--- src/rtl/ram_arbiter_if.sv ---
// Bus bundle between the two requesters, the arbiter and the shared data RAM.
interface ram_arbiter_if;
  // requester side
  logic       req0, req1;
  logic       we0, we1;
  logic       lock0, lock1;
  logic [7:0] addr0, addr1;
  logic [7:0] wdata0, wdata1;
  logic       gnt0, gnt1;
  logic       rvalid0, rvalid1;
  logic [7:0] rdata;
  // RAM side
  logic       ram_write;
  logic [7:0] ram_addr;
  logic [7:0] ram_data_in;
  logic [7:0] ram_data_out;

  modport slave (
    input  req0, req1, we0, we1, lock0, lock1, addr0, addr1, wdata0, wdata1,
    input  ram_data_out,
    output gnt0, gnt1, rvalid0, rvalid1, rdata,
    output ram_write, ram_addr, ram_data_in
  );

  modport master (
    output req0, req1, we0, we1, lock0, lock1, addr0, addr1, wdata0, wdata1,
    output ram_data_out,
    input  gnt0, gnt1, rvalid0, rvalid1, rdata,
    input  ram_write, ram_addr, ram_data_in
  );
endinterface

--- src/rtl/ram_arbiter.sv ---
// Round-robin arbiter for two requesters sharing one 256x8 synchronous RAM,
// with a bounded lock for atomic sequences and a registered read-valid strobe.
module ram_arbiter #(
  parameter int unsigned MAX_LOCK = 4
) (
  input  logic         clk,
  input  logic         reset,
  ram_arbiter_if.slave bus
);
  localparam logic [3:0] MAX_CNT = 4'(MAX_LOCK);

  typedef enum logic [1:0] {OWN_NONE, OWN_R0, OWN_R1} owner_e;

  owner_e     owner_q, owner_d;
  logic       last_q, last_d;          // requester granted most recently
  logic [3:0] lock_cnt_q, lock_cnt_d;  // grants taken in the current locked run
  logic       rvalid0_q, rvalid0_d;
  logic       rvalid1_q, rvalid1_d;

  logic       gnt0, gnt1, gnt_any;
  logic       sel_we, sel_lock;
  logic [7:0] sel_addr, sel_wdata;
  logic [3:0] run_nxt;

  // Grant decision: owner has exclusive access, otherwise round-robin on ties.
  always_comb begin
    gnt0 = 1'b0;
    gnt1 = 1'b0;
    if (!reset) begin
      case (owner_q)
        OWN_R0:  gnt0 = bus.req0;
        OWN_R1:  gnt1 = bus.req1;
        default: begin
          if (bus.req0 && bus.req1) begin
            gnt0 = last_q;
            gnt1 = !last_q;
          end else begin
            gnt0 = bus.req0;
            gnt1 = bus.req1;
          end
        end
      endcase
    end
  end

  assign gnt_any = gnt0 | gnt1;

  // Mux the granted requester's fields; idle bus is all zeros.
  always_comb begin
    sel_we    = 1'b0;
    sel_lock  = 1'b0;
    sel_addr  = 8'h00;
    sel_wdata = 8'h00;
    if (gnt0) begin
      sel_we = bus.we0; sel_lock = bus.lock0; sel_addr = bus.addr0; sel_wdata = bus.wdata0;
    end else if (gnt1) begin
      sel_we = bus.we1; sel_lock = bus.lock1; sel_addr = bus.addr1; sel_wdata = bus.wdata1;
    end
  end

  // The run count includes this grant; ownership is kept only while the run
  // stays below MAX_LOCK, so a lock yields at most MAX_LOCK back-to-back grants.
  assign run_nxt = lock_cnt_q + 4'd1;

  // Next-state: ownership, round-robin pointer and read-valid strobes.
  always_comb begin
    owner_d    = owner_q;
    last_d     = last_q;
    lock_cnt_d = lock_cnt_q;
    rvalid0_d  = 1'b0;
    rvalid1_d  = 1'b0;
    if (gnt_any) begin
      last_d    = gnt1;
      rvalid0_d = gnt0 & ~bus.we0;
      rvalid1_d = gnt1 & ~bus.we1;
      if (sel_lock && (run_nxt < MAX_CNT)) begin
        owner_d    = gnt1 ? OWN_R1 : OWN_R0;
        lock_cnt_d = run_nxt;
      end else begin
        owner_d    = OWN_NONE;
        lock_cnt_d = 4'd0;
      end
    end else if (owner_q != OWN_NONE) begin
      // owner dropped its request: lock abandoned
      owner_d    = OWN_NONE;
      lock_cnt_d = 4'd0;
    end
  end

  // State registers; reset releases any lock and discards pending read results.
  always_ff @(posedge clk or posedge reset) begin
    if (reset) begin
      owner_q    <= OWN_NONE;
      last_q     <= 1'b1;
      lock_cnt_q <= 4'd0;
      rvalid0_q  <= 1'b0;
      rvalid1_q  <= 1'b0;
    end else begin
      owner_q    <= owner_d;
      last_q     <= last_d;
      lock_cnt_q <= lock_cnt_d;
      rvalid0_q  <= rvalid0_d;
      rvalid1_q  <= rvalid1_d;
    end
  end

  assign bus.gnt0        = gnt0;
  assign bus.gnt1        = gnt1;
  assign bus.ram_write   = gnt_any & sel_we;
  assign bus.ram_addr    = sel_addr;
  assign bus.ram_data_in = sel_wdata;
  assign bus.rvalid0     = rvalid0_q;
  assign bus.rvalid1     = rvalid1_q;
  assign bus.rdata       = bus.ram_data_out;
endmodule

--- src/flat_wrapper.sv ---
// flat-port wrapper written by rule: the top's interface ports become plain ports
module ram_arbiter_flat 
#(
  parameter int unsigned MAX_LOCK = 4
)
  (clk, reset, bus_req0, bus_req1, bus_we0, bus_we1, bus_lock0, bus_lock1, bus_addr0, bus_addr1, bus_wdata0, bus_wdata1, bus_ram_data_out, bus_gnt0, bus_gnt1, bus_rvalid0, bus_rvalid1, bus_rdata, bus_ram_write, bus_ram_addr, bus_ram_data_in);
  ram_arbiter_if bus_i ();
  input  logic clk;
  input  logic reset;
  input wire logic [$bits(bus_i.req0)-1:0] bus_req0;
  input wire logic [$bits(bus_i.req1)-1:0] bus_req1;
  input wire logic [$bits(bus_i.we0)-1:0] bus_we0;
  input wire logic [$bits(bus_i.we1)-1:0] bus_we1;
  input wire logic [$bits(bus_i.lock0)-1:0] bus_lock0;
  input wire logic [$bits(bus_i.lock1)-1:0] bus_lock1;
  input wire logic [$bits(bus_i.addr0)-1:0] bus_addr0;
  input wire logic [$bits(bus_i.addr1)-1:0] bus_addr1;
  input wire logic [$bits(bus_i.wdata0)-1:0] bus_wdata0;
  input wire logic [$bits(bus_i.wdata1)-1:0] bus_wdata1;
  input wire logic [$bits(bus_i.ram_data_out)-1:0] bus_ram_data_out;
  output wire logic [$bits(bus_i.gnt0)-1:0] bus_gnt0;
  output wire logic [$bits(bus_i.gnt1)-1:0] bus_gnt1;
  output wire logic [$bits(bus_i.rvalid0)-1:0] bus_rvalid0;
  output wire logic [$bits(bus_i.rvalid1)-1:0] bus_rvalid1;
  output wire logic [$bits(bus_i.rdata)-1:0] bus_rdata;
  output wire logic [$bits(bus_i.ram_write)-1:0] bus_ram_write;
  output wire logic [$bits(bus_i.ram_addr)-1:0] bus_ram_addr;
  output wire logic [$bits(bus_i.ram_data_in)-1:0] bus_ram_data_in;
  assign bus_i.req0 = bus_req0;
  assign bus_i.req1 = bus_req1;
  assign bus_i.we0 = bus_we0;
  assign bus_i.we1 = bus_we1;
  assign bus_i.lock0 = bus_lock0;
  assign bus_i.lock1 = bus_lock1;
  assign bus_i.addr0 = bus_addr0;
  assign bus_i.addr1 = bus_addr1;
  assign bus_i.wdata0 = bus_wdata0;
  assign bus_i.wdata1 = bus_wdata1;
  assign bus_i.ram_data_out = bus_ram_data_out;
  assign bus_gnt0 = bus_i.gnt0;
  assign bus_gnt1 = bus_i.gnt1;
  assign bus_rvalid0 = bus_i.rvalid0;
  assign bus_rvalid1 = bus_i.rvalid1;
  assign bus_rdata = bus_i.rdata;
  assign bus_ram_write = bus_i.ram_write;
  assign bus_ram_addr = bus_i.ram_addr;
  assign bus_ram_data_in = bus_i.ram_data_in;
  ram_arbiter #(.MAX_LOCK(MAX_LOCK)) u_core (.clk(clk), .reset(reset), .bus(bus_i));
endmodule
--- config.mk ---
export PLATFORM = sky130hd
export DESIGN_NAME = ram_arbiter_flat
export DESIGN_NICKNAME = d
export VERILOG_FILES = /design/src/rtl/ram_arbiter_if.sv /design/src/rtl/ram_arbiter.sv /design/src/flat_wrapper.sv
export SDC_FILE = /design/constraint.sdc
export NUM_CORES = 1
export LEC_CHECK = 0
export ABC_CLOCK_PERIOD_IN_PS = 6200
export CAP_MARGIN = 30
export CORE_AREA = 2 2 40 42
export CTS_BUF_LIST = sky130_fd_sc_hd__clkbuf_4
export CTS_CLUSTER_DIAMETER = 100
export DETAILED_ROUTE_END_ITERATION = 10
export DIE_AREA = 0 0 42 44
export DONT_BUFFER_PORTS = 1
export PLACE_DENSITY = 0.71
export SLEW_MARGIN = 20
export SYNTH_ARGS = -nofsm -noshare
export SYNTH_HDL_FRONTEND = slang
export SYNTH_SLANG_ARGS = --single-unit
--- constraint.sdc ---
create_clock -name clk -period 6.2 [get_ports clk]
set_clock_uncertainty 0.05 [all_clocks]
set_input_delay 1.24 -clock clk [delete_from_list [all_inputs] [get_ports clk]]
set_output_delay 1.24 -clock clk [all_outputs]
set_load 0.01 [all_outputs]
==> qor.yml <==
vdd_ir_drop_max_v: 0.000222
path_class: "primary input to output pin"
hold_start: "u_core.last_q"
tritoncts: "done"
setup_tns_ps: 0
cts.clk_slew.worst_paths_ps: 60
grt_start_max_net_pins: 24
grt_pass1_wl_mm: 2.35
hold_path.class: "register to register"
final_common_cell: "nand2_1"
drc_errors: 0
r2r_start: "u_core.owner_q[0]"
coreArea_um2: 1420
dr.pass1.iters: 4
end_kind: "output pin"
hold_viol: 0
min_period_ps: 3600
worst_pin_slew_ps: 643
gr-usage-all-layers_pct: 16.5
final_cell_mix: "37 x nand2_1, 19 x nand3_1, 8 x dfrtp_1"
die_h_um: 44
setup_violations: 0
crit_arrival_ps: 2310
ys_seq_elements: 9
synth_nets: 166
slew_headroom_pct: 57.1
powerDensity_nw_per_um2: 403
grt_util_met2_pct: 26.3
wl_per_cell_um: 13.0
holdPathStages: 2
synth_fa_ha_area_share_pct: 6.21
rrSetupSlack_ps: 3940
drt-initial-drc-count: 10
rr_endpoint: "u_core.owner_q[1]"
diodes: 0
seqCellArea_um2: 226
ant_nets: 0
leakage_uw: 0.000414
multi_input_area_um2: 463
rows: 14
period_share_pct: 58.0
synth_xor_area_share_pct: 0
fmax_ghz: 0.278
viasPerCell: 5.88
die_w_um: 42
place.gp.congestion: 0.710
grt_pass1_vias: 545
postCtsSetupBuffers: 0
synth_compound_area_share_pct: 8.07
cts-buffers-inserted: 3
synth-seq-area-share_pct: 28.1
rsz0062_at_grt: "no"
path_max_fanout: 21
io_pins: 77
drive_gt1_share_pct: 9.52
antenna_found_initial: 0
die-area_um2: 1850
synth_top_family_by_area: "simple AND/OR/NAND/NOR gates"
muxShareOfSynthArea_pct: 0
avgSynthCellArea_um2: 7.07
cts.sinks: 9
worst_r2r_path_depth: 8
status: "finished clean"
max-cap-violations: 0
whs_ps: 451
cts_hold_buf: 0
hpwlAfterDp_mm: 1.26
grt_busiest_layer: "met2"
grt_remaining_overflow: 0
syn2layout_area_growth_pct: -4.81
wl_mm: 1.57
vias: 712
syn_inst: 114
grt_use_met1_pct: 21.6
clockBufferDepth: 2
nets: 158
start_kind: "primary input"
clock-root-buffer: "clkbuf_4"
utilization_pct: 54.1
ys_warn_count: 0
post_cts_resized: 0
critical_path_required_ps: 4910
met3_usage_pct: 4.58
worstSkewPairLatency_ps: 260
io_buffers: 0
synthSimpleGateAreaFrac_pct: 43.2
maxSlewViolCount: 0
htreeDepth: 1
fillCellCount: 143
min_to: "u_core.last_q"
synth_area_um2: 806
start_util_pct: 56.8
ys_types: 30
==> report_power, final <==
group	internal [uW]	switching, uW	total [uW]
clock	29.2	20.6	49.8
sequential	77.8	14.6	92.4
combinational	56.1	111	167
==> through the flow <==
| stage | setup slack, ps | instances | area (um^2) | power [uW] |
|---|---|---|---|---|
| 2_1_floorplan | 2660 | 114 | 806 | 246 |
| 3_3_place_gp | 2670 | 117 | 737 | 257 |
| 3_5_place_dp | 2600 | 117 | 737 | 263 |
| 4_1_cts | 2610 | 121 | 767 | 313 |
| 5_1_grt | 2450 | 121 | 767 | 339 |
| 6_report | 2600 | 121 | 767 | 309 |
==> cells by family (layout without fill, tap and decap cells) <==
family | Yosys count | count (layout)
compound gates | 9 | 9
flops | 9 | 9
simple gates | 73 | 73
buf+inv | 19 | 10
fa+ha+maj | 4 | 4
==> cell usage after synthesis, drive strengths merged <==
cell,number,area [um^2]
a21o,1,7.51
buf,11,81.3
ha,4,50.1
or3,1,11.3
nand2,37,139
a32oi,1,8.76
clkinv,1,8.76
clkbuf,2,7.51
a32o,1,10.0
nand3,19,95.1
and2,4,27.5
a21oi,1,5.00
nor3b,1,7.51
nor2b,2,12.5
o2bb2ai,1,8.76
nor2,4,15.0
o21ai,3,18.8
and3,2,12.5
inv,5,18.8
o22ai,1,6.26
nand2b,2,20.0
dfrtp,8,200
dfstp,1,26.3
nand3b,1,7.51
==> per-layer routing <==
metal / vias to the layer above / share of wire (%)
li1: 347 / -
met1: 321 / 42
met2: 44 / 47
met3: 0 / 11
met4: 0 / 0
met5: - / 0
==> state kept, by name (all words and copies together), names as in the netlist <==
signal              flops
u_core.bus.rvalid0      1
u_core.bus.rvalid1      1
u_core.last_q           1
u_core.lock_cnt_q       4
u_core.owner_q          2
==> critical path: stages <==
cell and delay, ps:
nor2b_1 100, nand3_1 140, inv_1 520, nand3_1 150
nand2_1 150
==> layout make-up <==
| cell class | instances | share of cell area (%) |
|---|---|---|
| Tap cell | 16 | 2.61 |
| Clock buffer | 4 | 3.92 |
| Sequential cell | 9 | 29.5 |
| Multi-Input combinational cell | 86 | 60.4 |
| Inverter | 6 | 3.59 |
==> how the worst max path moves through the flow <==
| stage | from | to |
|---|---|---|
| detailed placement | bus_req1 | bus_ram_data_in[4] |
| global placement | bus_req1 | bus_ram_data_in[1] |
| CTS | bus_req1 | bus_ram_addr[3] |
| global route | bus_req1 | bus_ram_addr[7] |
| finish | bus_req1 | bus_ram_data_in[5] |
| floorplan | reset | bus_ram_addr[6] |
Power figures use the tool's default switching activity.
